[src/rtl/pc_seq.sv]
// pc_seq: fetch/branch sequencer for the 3-bit Forth core.
// Holds the program counter, fetches opcode and jump-target bytes over a
// req/ack port, and issues the ALU start / flag load strobes. All outputs
// come straight from registers; strobes are computed one cycle early so
// they are high exactly during the EXEC cycle they belong to.
module pc_seq #(
  parameter int              PC_W     = 8,
  parameter logic [PC_W-1:0] RESET_PC = '0
) (
  input  logic            clk,
  input  logic            rst_n,
  output logic [PC_W-1:0] mem_addr,
  output logic            mem_req,
  input  logic            mem_ack,
  input  logic [7:0]      mem_rdata,
  input  logic            flag_in,
  output logic [4:0]      alu_op,
  output logic            alu_go,
  output logic            f_load,
  output logic            halted,
  output logic            illegal
);

  typedef enum logic [2:0] {
    IDLE  = 3'd0,
    F_OP  = 3'd1,
    F_TGT = 3'd2,
    EXEC  = 3'd3,
    HALT  = 3'd4
  } state_t;

  localparam logic [2:0] OP_NOP  = 3'b000;
  localparam logic [2:0] OP_ALU  = 3'b001;
  localparam logic [2:0] OP_JMP  = 3'b010;
  localparam logic [2:0] OP_JF   = 3'b011;
  localparam logic [2:0] OP_JNF  = 3'b100;
  localparam logic [2:0] OP_HALT = 3'b101;

  // Jump opcodes carry a second byte holding the target address.
  function automatic logic is_jump(input logic [2:0] op);
    return (op == OP_JMP) || (op == OP_JF) || (op == OP_JNF);
  endfunction

  // Opcodes 110 and 111 are reserved.
  function automatic logic is_illegal(input logic [2:0] op);
    return op[2] & op[1];
  endfunction

  // Target byte to PC width: zero-extends for wide PCs, truncates for narrow ones.
  function automatic logic [PC_W-1:0] byte_to_pc(input logic [7:0] b);
    return PC_W'(b);
  endfunction

  state_t          state_r, state_s;
  logic [PC_W-1:0] pc_r, pc_s;
  logic [7:0]      ir_r, ir_s;
  logic [PC_W-1:0] tgt_r, tgt_s;
  logic [4:0]      alu_op_r, alu_op_s;
  logic            mem_req_r, alu_go_r, f_load_r, halted_r, illegal_r;
  logic            go_s, ill_s;

  // Next-state, datapath updates and early strobe decode.
  always_comb begin
    state_s  = state_r;
    pc_s     = pc_r;
    ir_s     = ir_r;
    tgt_s    = tgt_r;
    alu_op_s = alu_op_r;
    go_s     = 1'b0;
    ill_s    = 1'b0;
    case (state_r)
      IDLE: begin
        state_s = F_OP;
      end
      F_OP: begin
        if (mem_ack) begin
          ir_s = mem_rdata;
          pc_s = pc_r + PC_W'(1'b1);
          if (is_jump(mem_rdata[7:5])) begin
            state_s = F_TGT;
          end else begin
            state_s = EXEC;
            go_s    = (mem_rdata[7:5] == OP_ALU);
            ill_s   = is_illegal(mem_rdata[7:5]);
          end
        end else begin
          state_s = F_OP;
        end
      end
      F_TGT: begin
        if (mem_ack) begin
          tgt_s   = byte_to_pc(mem_rdata);
          pc_s    = pc_r + PC_W'(1'b1);
          state_s = EXEC;
        end else begin
          state_s = F_TGT;
        end
      end
      EXEC: begin
        state_s = F_OP;
        case (ir_r[7:5])
          OP_NOP: pc_s = pc_r;
          OP_ALU: alu_op_s = ir_r[4:0];
          OP_JMP: pc_s = tgt_r;
          OP_JF: begin
            if (flag_in) pc_s = tgt_r;
            else         pc_s = pc_r;
          end
          OP_JNF: begin
            if (!flag_in) pc_s = tgt_r;
            else          pc_s = pc_r;
          end
          OP_HALT: state_s = HALT;
          default: pc_s = pc_r;
        endcase
      end
      HALT: begin
        state_s = HALT;
      end
      default: begin
        state_s = IDLE;
      end
    endcase
  end

  // State and output registers; reset abandons any outstanding fetch.
  always_ff @(posedge clk) begin
    if (!rst_n) begin
      state_r   <= IDLE;
      pc_r      <= RESET_PC;
      ir_r      <= 8'h00;
      tgt_r     <= '0;
      alu_op_r  <= 5'd0;
      mem_req_r <= 1'b0;
      alu_go_r  <= 1'b0;
      f_load_r  <= 1'b0;
      halted_r  <= 1'b0;
      illegal_r <= 1'b0;
    end else begin
      state_r   <= state_s;
      pc_r      <= pc_s;
      ir_r      <= ir_s;
      tgt_r     <= tgt_s;
      alu_op_r  <= alu_op_s;
      mem_req_r <= (state_s == F_OP) || (state_s == F_TGT);
      alu_go_r  <= go_s;
      f_load_r  <= go_s;
      halted_r  <= (state_s == HALT);
      illegal_r <= ill_s;
    end
  end

  assign mem_addr = pc_r;
  assign mem_req  = mem_req_r;
  assign alu_op   = alu_op_r;
  assign alu_go   = alu_go_r;
  assign f_load   = f_load_r;
  assign halted   = halted_r;
  assign illegal  = illegal_r;

endmodule

[config.mk]
export PLATFORM = sky130hd
export DESIGN_NAME = pc_seq
export DESIGN_NICKNAME = d
export VERILOG_FILES = /design/src/rtl/pc_seq.sv
export SDC_FILE = /design/constraint.sdc
export NUM_CORES = 1
export LEC_CHECK = 0
export CELL_PAD_IN_SITES_DETAIL_PLACEMENT = 2
export CELL_PAD_IN_SITES_GLOBAL_PLACEMENT = 2
export CORE_ASPECT_RATIO = 0.5
export CORE_MARGIN = 2
export CORE_UTILIZATION = 30
export DETAILED_ROUTE_END_ITERATION = 7
export PLACE_DENSITY_LB_ADDON = 0.1
export SLEW_MARGIN = 20
export SYNTH_ARGS = -nofsm -noshare
export SYNTH_HDL_FRONTEND = slang
export SYNTH_SLANG_ARGS = --single-unit
[constraint.sdc]
create_clock -name clk -period 5.2 [get_ports clk]
set_clock_uncertainty 0.2 [all_clocks]
set_input_delay 0.52 -clock clk [delete_from_list [all_inputs] [get_ports clk]]
set_output_delay 0.52 -clock clk [all_outputs]
set_load 0.01 [all_outputs]
Word level (Yosys, flattened, before mapping)
Index checks and enable logic that the tools add are counted.
- $add $sub $neg: 1
- bitwise logic cells: 4
- equal/unequal tests: 20
- reduce and logical (&&, ||, !) cells: 11
- muxes and demuxes: 10
- operators by type and width (kind ; count):
    two-way mux 8 bit ; 3
    case mux 8 bit (3 select lines) ; 1
    == test 3 x 2 -> 1 bit, second input constant ; 7
    case mux 8 bit (2 select lines) ; 1
    == test 3 bit, second input constant ; 5
    case mux 3 bit (5 select lines) ; 1
    == test 3 x 1 -> 1 bit, second input constant ; 4
    adder 8 x 1 -> 8 bit, second input constant ; 1
    two-way mux 3 bit ; 2
    inequality test 3 bit, second input constant ; 2
    AND reduction 2 bit ; 3
    AND reduction 5 bit ; 1
    inequality test 4 x 2 -> 1 bit, second input constant ; 1
    OR reduction 4 bit ; 1
    logical NOT 3 bit ; 1
    logical OR 1 bit ; 3
    NOT 1 bit ; 3
    two-way mux 1 bit ; 2
    inequality test 2 x 1 -> 1 bit, second input constant ; 1
    nonzero test 2 bit ; 1
    OR reduction 2 bit ; 1
    bitwise AND 1 bit ; 1
- word-level logic and storage cells: 55
- output and inout port bits: 18
- flip-flop bits (word level): 36
- input bits: 12

Depth between registers and ports, before layout
- depth in word-level cells: 8
- mapped depth: 7

Worst setup path before layout
No wires, ideal clock.
- path type: input port to flip-flop
- start point: input flag_in
- end point: register pc_r[5], in the netlist mem_addr[5]
- buffers on the path: 0
- arrival: 1.528 ns
- data required time: 4.881 ns
- stages on the path: 4
- setup slack: 3.353 ns
- cells stage by stage: or4b_1 o21ai_2 o21bai_4 o221a_2
- longest elaborated chain between the ends: 2
- elaborated cells between the ends (all ways): 3
- those cells by class: 2 x eq/ne; 1 x reduce/logical
- ends and longest elaborated chain (item ; RTL line ; source):
    start, declared ; 16 ; input logic flag_in,
    inequality test 3 bit (no line) ; n/a ;
    AND reduction 5 bit (no line) * ; n/a ;
    end signal, assigned ; 141 ; pc_r <= pc_s;
    end, declared ; 55 ; logic [PC_W-1:0] pc_r, pc_s;
Every way passes the cells marked *; elsewhere a longest branch is shown, timed or not.
A chain may end at the register's enable or synchronous reset.

Worst setup path in the final report
Ends and elaborated chain as after synthesis.

==> insert_results.sql <==
INSERT INTO impl_metrics (metric_group, metric, value, unit) VALUES
('yosys', 'synth.most_common_cell', 'dfxtp_1', ''),
('grt', 'grt_use_total', '0.168', ''),
('sta', 'finalHoldViolCount', '0', ''),
('floorplan', 'start_util', '0.319', ''),
('power_and_ir_drop', 'finalPower', '0.602', 'mW'),
('yosys', 'synth.lib_cells_used.distinct', '37', ''),
('setup_path', 'crit_arrival', '2180', 'ps'),
('setup_path', 'crit_chain', 'clkdlybuf4s50_1 -> or4b_1 -> o21ai_2 -> nand2_1 -> a21oi_1 -> o221a_2', ''),
('power_and_ir_drop', 'power.leakage', '0.757', 'nW'),
('power_and_ir_drop', 'pwr-share-comb', '0.098', ''),
('yosys', 'synth.ff_latch_count', '36', ''),
('finish', 'areaGrowthSynthToFinish', '26.2', '%'),
('detailed_routing', 'route.detailed.drc', '0', ''),
('sta', 'timing.final.max_slew_violations', '0', ''),
('run_status', 'outcome', 'finished clean', ''),
('placement', 'gpl.final_weighted_congestion', '0.717', ''),
('yosys', 'ys.warnings.count', '0', ''),
('yosys', 'synth_top_area_cell', 'dfxtp_1', ''),
('detailed_routing', 'drtAntennaViolNets', '0', ''),
('clock_network', 'numCtsBuffers', '5', ''),
('yosys', 'synth_top_cell_area_share', '0.445', ''),
('setup_path', 'crit_path_max_fanout', '5', ''),
('yosys', 'synth_nets', '201', ''),
('setup_path', 'reg2reg_slack', '3170', 'ps'),
('setup_path', 'critPathTopFamily', 'simple AND/OR/NAND/NOR gates', ''),
('power_and_ir_drop', 'pwr-share-clk', '0.415', ''),
('setup_path', 'cp-end-kind', 'register', ''),
('finish', 'n_fill_cell', '586', ''),
('clock_network', 'cts_setup_buffers', '0', ''),
('setup_path', 'timing.critical_path.slowest_cell_delay', '490', 'ps'),
('detailed_routing', 'detail_route.vias_per_cell', '4.95', ''),
('grt', 'm2_gr_usage', '0.229', ''),
('floorplan', 'fp.dieH', '55.9', 'um'),
('yosys', 'top_cell_types_by_occurrence_after_synthesis', '36 x dfxtp_1, 31 x nand2_1, 28 x nor2_1', ''),
('finish', 'nNetsFinal', '226', ''),
('clock_network', 'cts_num_sinks', '36', ''),
('grt', 'grt_busiest_layer', 'met1', ''),
('sta', 'min_period_over_period', '0.413', ''),
('clock_network', 'ctsLongestPathBuffers', '2', ''),
('power_and_ir_drop', 'power.switching_fraction', '0.251', ''),
('grt', 'grt.met1_usage', '0.251', ''),
('grt', 'grt-ovfl-total', '0', ''),
('clock_network', 'clk_tree_root_cell', 'clkbuf_8', ''),
('yosys', 'synth_enable_flop_cells', '0', ''),
('sta', 'fin_setup_tns', '0', 'ps'),
('detailed_routing', 'drtPass1Iterations', '4', ''),
('detailed_routing', 'routed_wirelength', '4.56', 'mm'),
('grt', 'grt_first_pass_wirelength', '7.71', 'mm'),
('grt', 'globalRouteMet3Util', '0.0480', ''),
('placement', 'place.detailed.hpwl', '3.31', 'mm'),
('floorplan', 'std_cell_rows', '18', ''),
('yosys', 'postSynth.asyncResetShare', '0', ''),
('sta', 'timing.hold.ws', '265', 'ps'),
('setup_path', 'cp_slowest_cell', 'or4b_1', ''),
('yosys', 'postSynthAreaPerCell', '8.61', 'um2'),
('yosys', 'syn_area', '1620', 'um2'),
('floorplan', 'chipWidth', '108', 'um'),
('grt', 'via_count_of_the_first_global_routing_pass', '1421', ''),
('setup_path', 'cp_num_buf_inv', '1', ''),
('detailed_routing', 'routed_wire_length_per_instance', '16.1', 'um'),
('sta', 'post-route-min-period', '2150', 'ps'),
('setup_path', 'startpoint', 'flag_in', ''),
('grt', 'antenna_found_initial', '0', ''),
('power_and_ir_drop', 'p_per_area', '295', 'nW/um2'),
('floorplan', 'floorplan.die_area', '6030', 'um2'),
('min_path', 'hold_path.startpoint', 'ir_r[2]', ''),
('clock_network', 'tritoncts_clock_tree', 'built', ''),
('floorplan', 'num_io_pins', '30', ''),
('sta', 'worst_slew_margin_rel', '0.383', ''),
('clock_network', 'clkLatencyLatePin', '290', 'ps'),
('min_path', 'hold_path.class', 'reg -> reg', '');
## metrics by stage
step,worst slack [ps],utilization,area [um2],instances
after floorplan,3350,-,1620,188
after global placement,2770,0.381,1930,276
after detailed placement,2760,0.381,1930,276
after CTS,3060,0.403,2040,284
after global routing,2970,0.403,2040,284
final,3050,0.403,2040,284
## cell usage in the layout, fill, tap and decap left out, types with 4 or more instances in the layout
cell type,count
nor2b_1,4
dfxtp_1,36
nand2b_1,4
nor2_1,28
nand2_1,31
a21oi_1,17
clkdlybuf4s50_1,29
nand3_1,4
clkbuf_8,5
mux2i_1,14
## final timing paths
| kind | endpoint | cells past startpoint |
|---|---|---|
| hold reg to reg | ir_r[2] | 2 |
| setup reg to reg | alu_op[3] | 4 |
| setup / recovery | mem_addr[5] | 6 |
| hold / removal | ir_r[2] | 2 |
## sequential cells by signal, indices dropped and copies added (netlist names)
register	flops
ir_r	8
mem_addr	8
tgt_r	8
alu_op	5
state_r	3
f_load	1
halted	1
illegal	1
mem_req	1
## area by class of cell
cell class | count | area [um2] | area share
Tap cell | 70 | 87.6 | 0.0429
Clock buffer | 5 | 68.8 | 0.0337
Clock inverter | 3 | 42.5 | 0.0208
Sequential cell | 36 | 721 | 0.353
Multi-Input combinational cell | 140 | 828 | 0.406
Timing Repair Buffer | 29 | 290 | 0.142
Inverter | 1 | 3.75 | 0.00184
## worst register-to-register path: stages (launching register included)
cell,delay (ps)
dfxtp_1,590
nand3b_4,260
or4b_4,610
mux2i_1,180
nor2_1,50
## kinds of logic (layout without fill, tap and decap cells)
group | count (synthesis) | after routing | share of synthesized area
and+or+nand+nor | 87 | 87 | 0.257
AOI/OAI and AO/OA | 38 | 38 | 0.161
DFF | 36 | 36 | 0.445
muxes | 14 | 14 | 0.0866
buffers and inverters | 12 | 38 | 0.0425
adders and majority gates | 1 | 1 | 0.00773
## power groups by stage
stage          sequential [mW]  clock (mW)  combinational [mW]
2_1_floorplan            0.295           0              0.0370
3_3_place_gp             0.299           0              0.0585
3_5_place_dp             0.299           0              0.0594
4_1_cts                  0.293       0.258              0.0602
5_1_grt                  0.295       0.277              0.0660
6_report                 0.293       0.250              0.0592
## routing by layer
| layer | part of all wire | wire (um) |
|---|---|---|
| met1 | 0.55 | 2520 |
| met2 | 0.39 | 1790 |
| met3 | 0.044 | 200 |
| met4 | 0.011 | 48 |
| met5 | 0 | 0 |
Note: power is estimated with default switching activity, not from simulation.
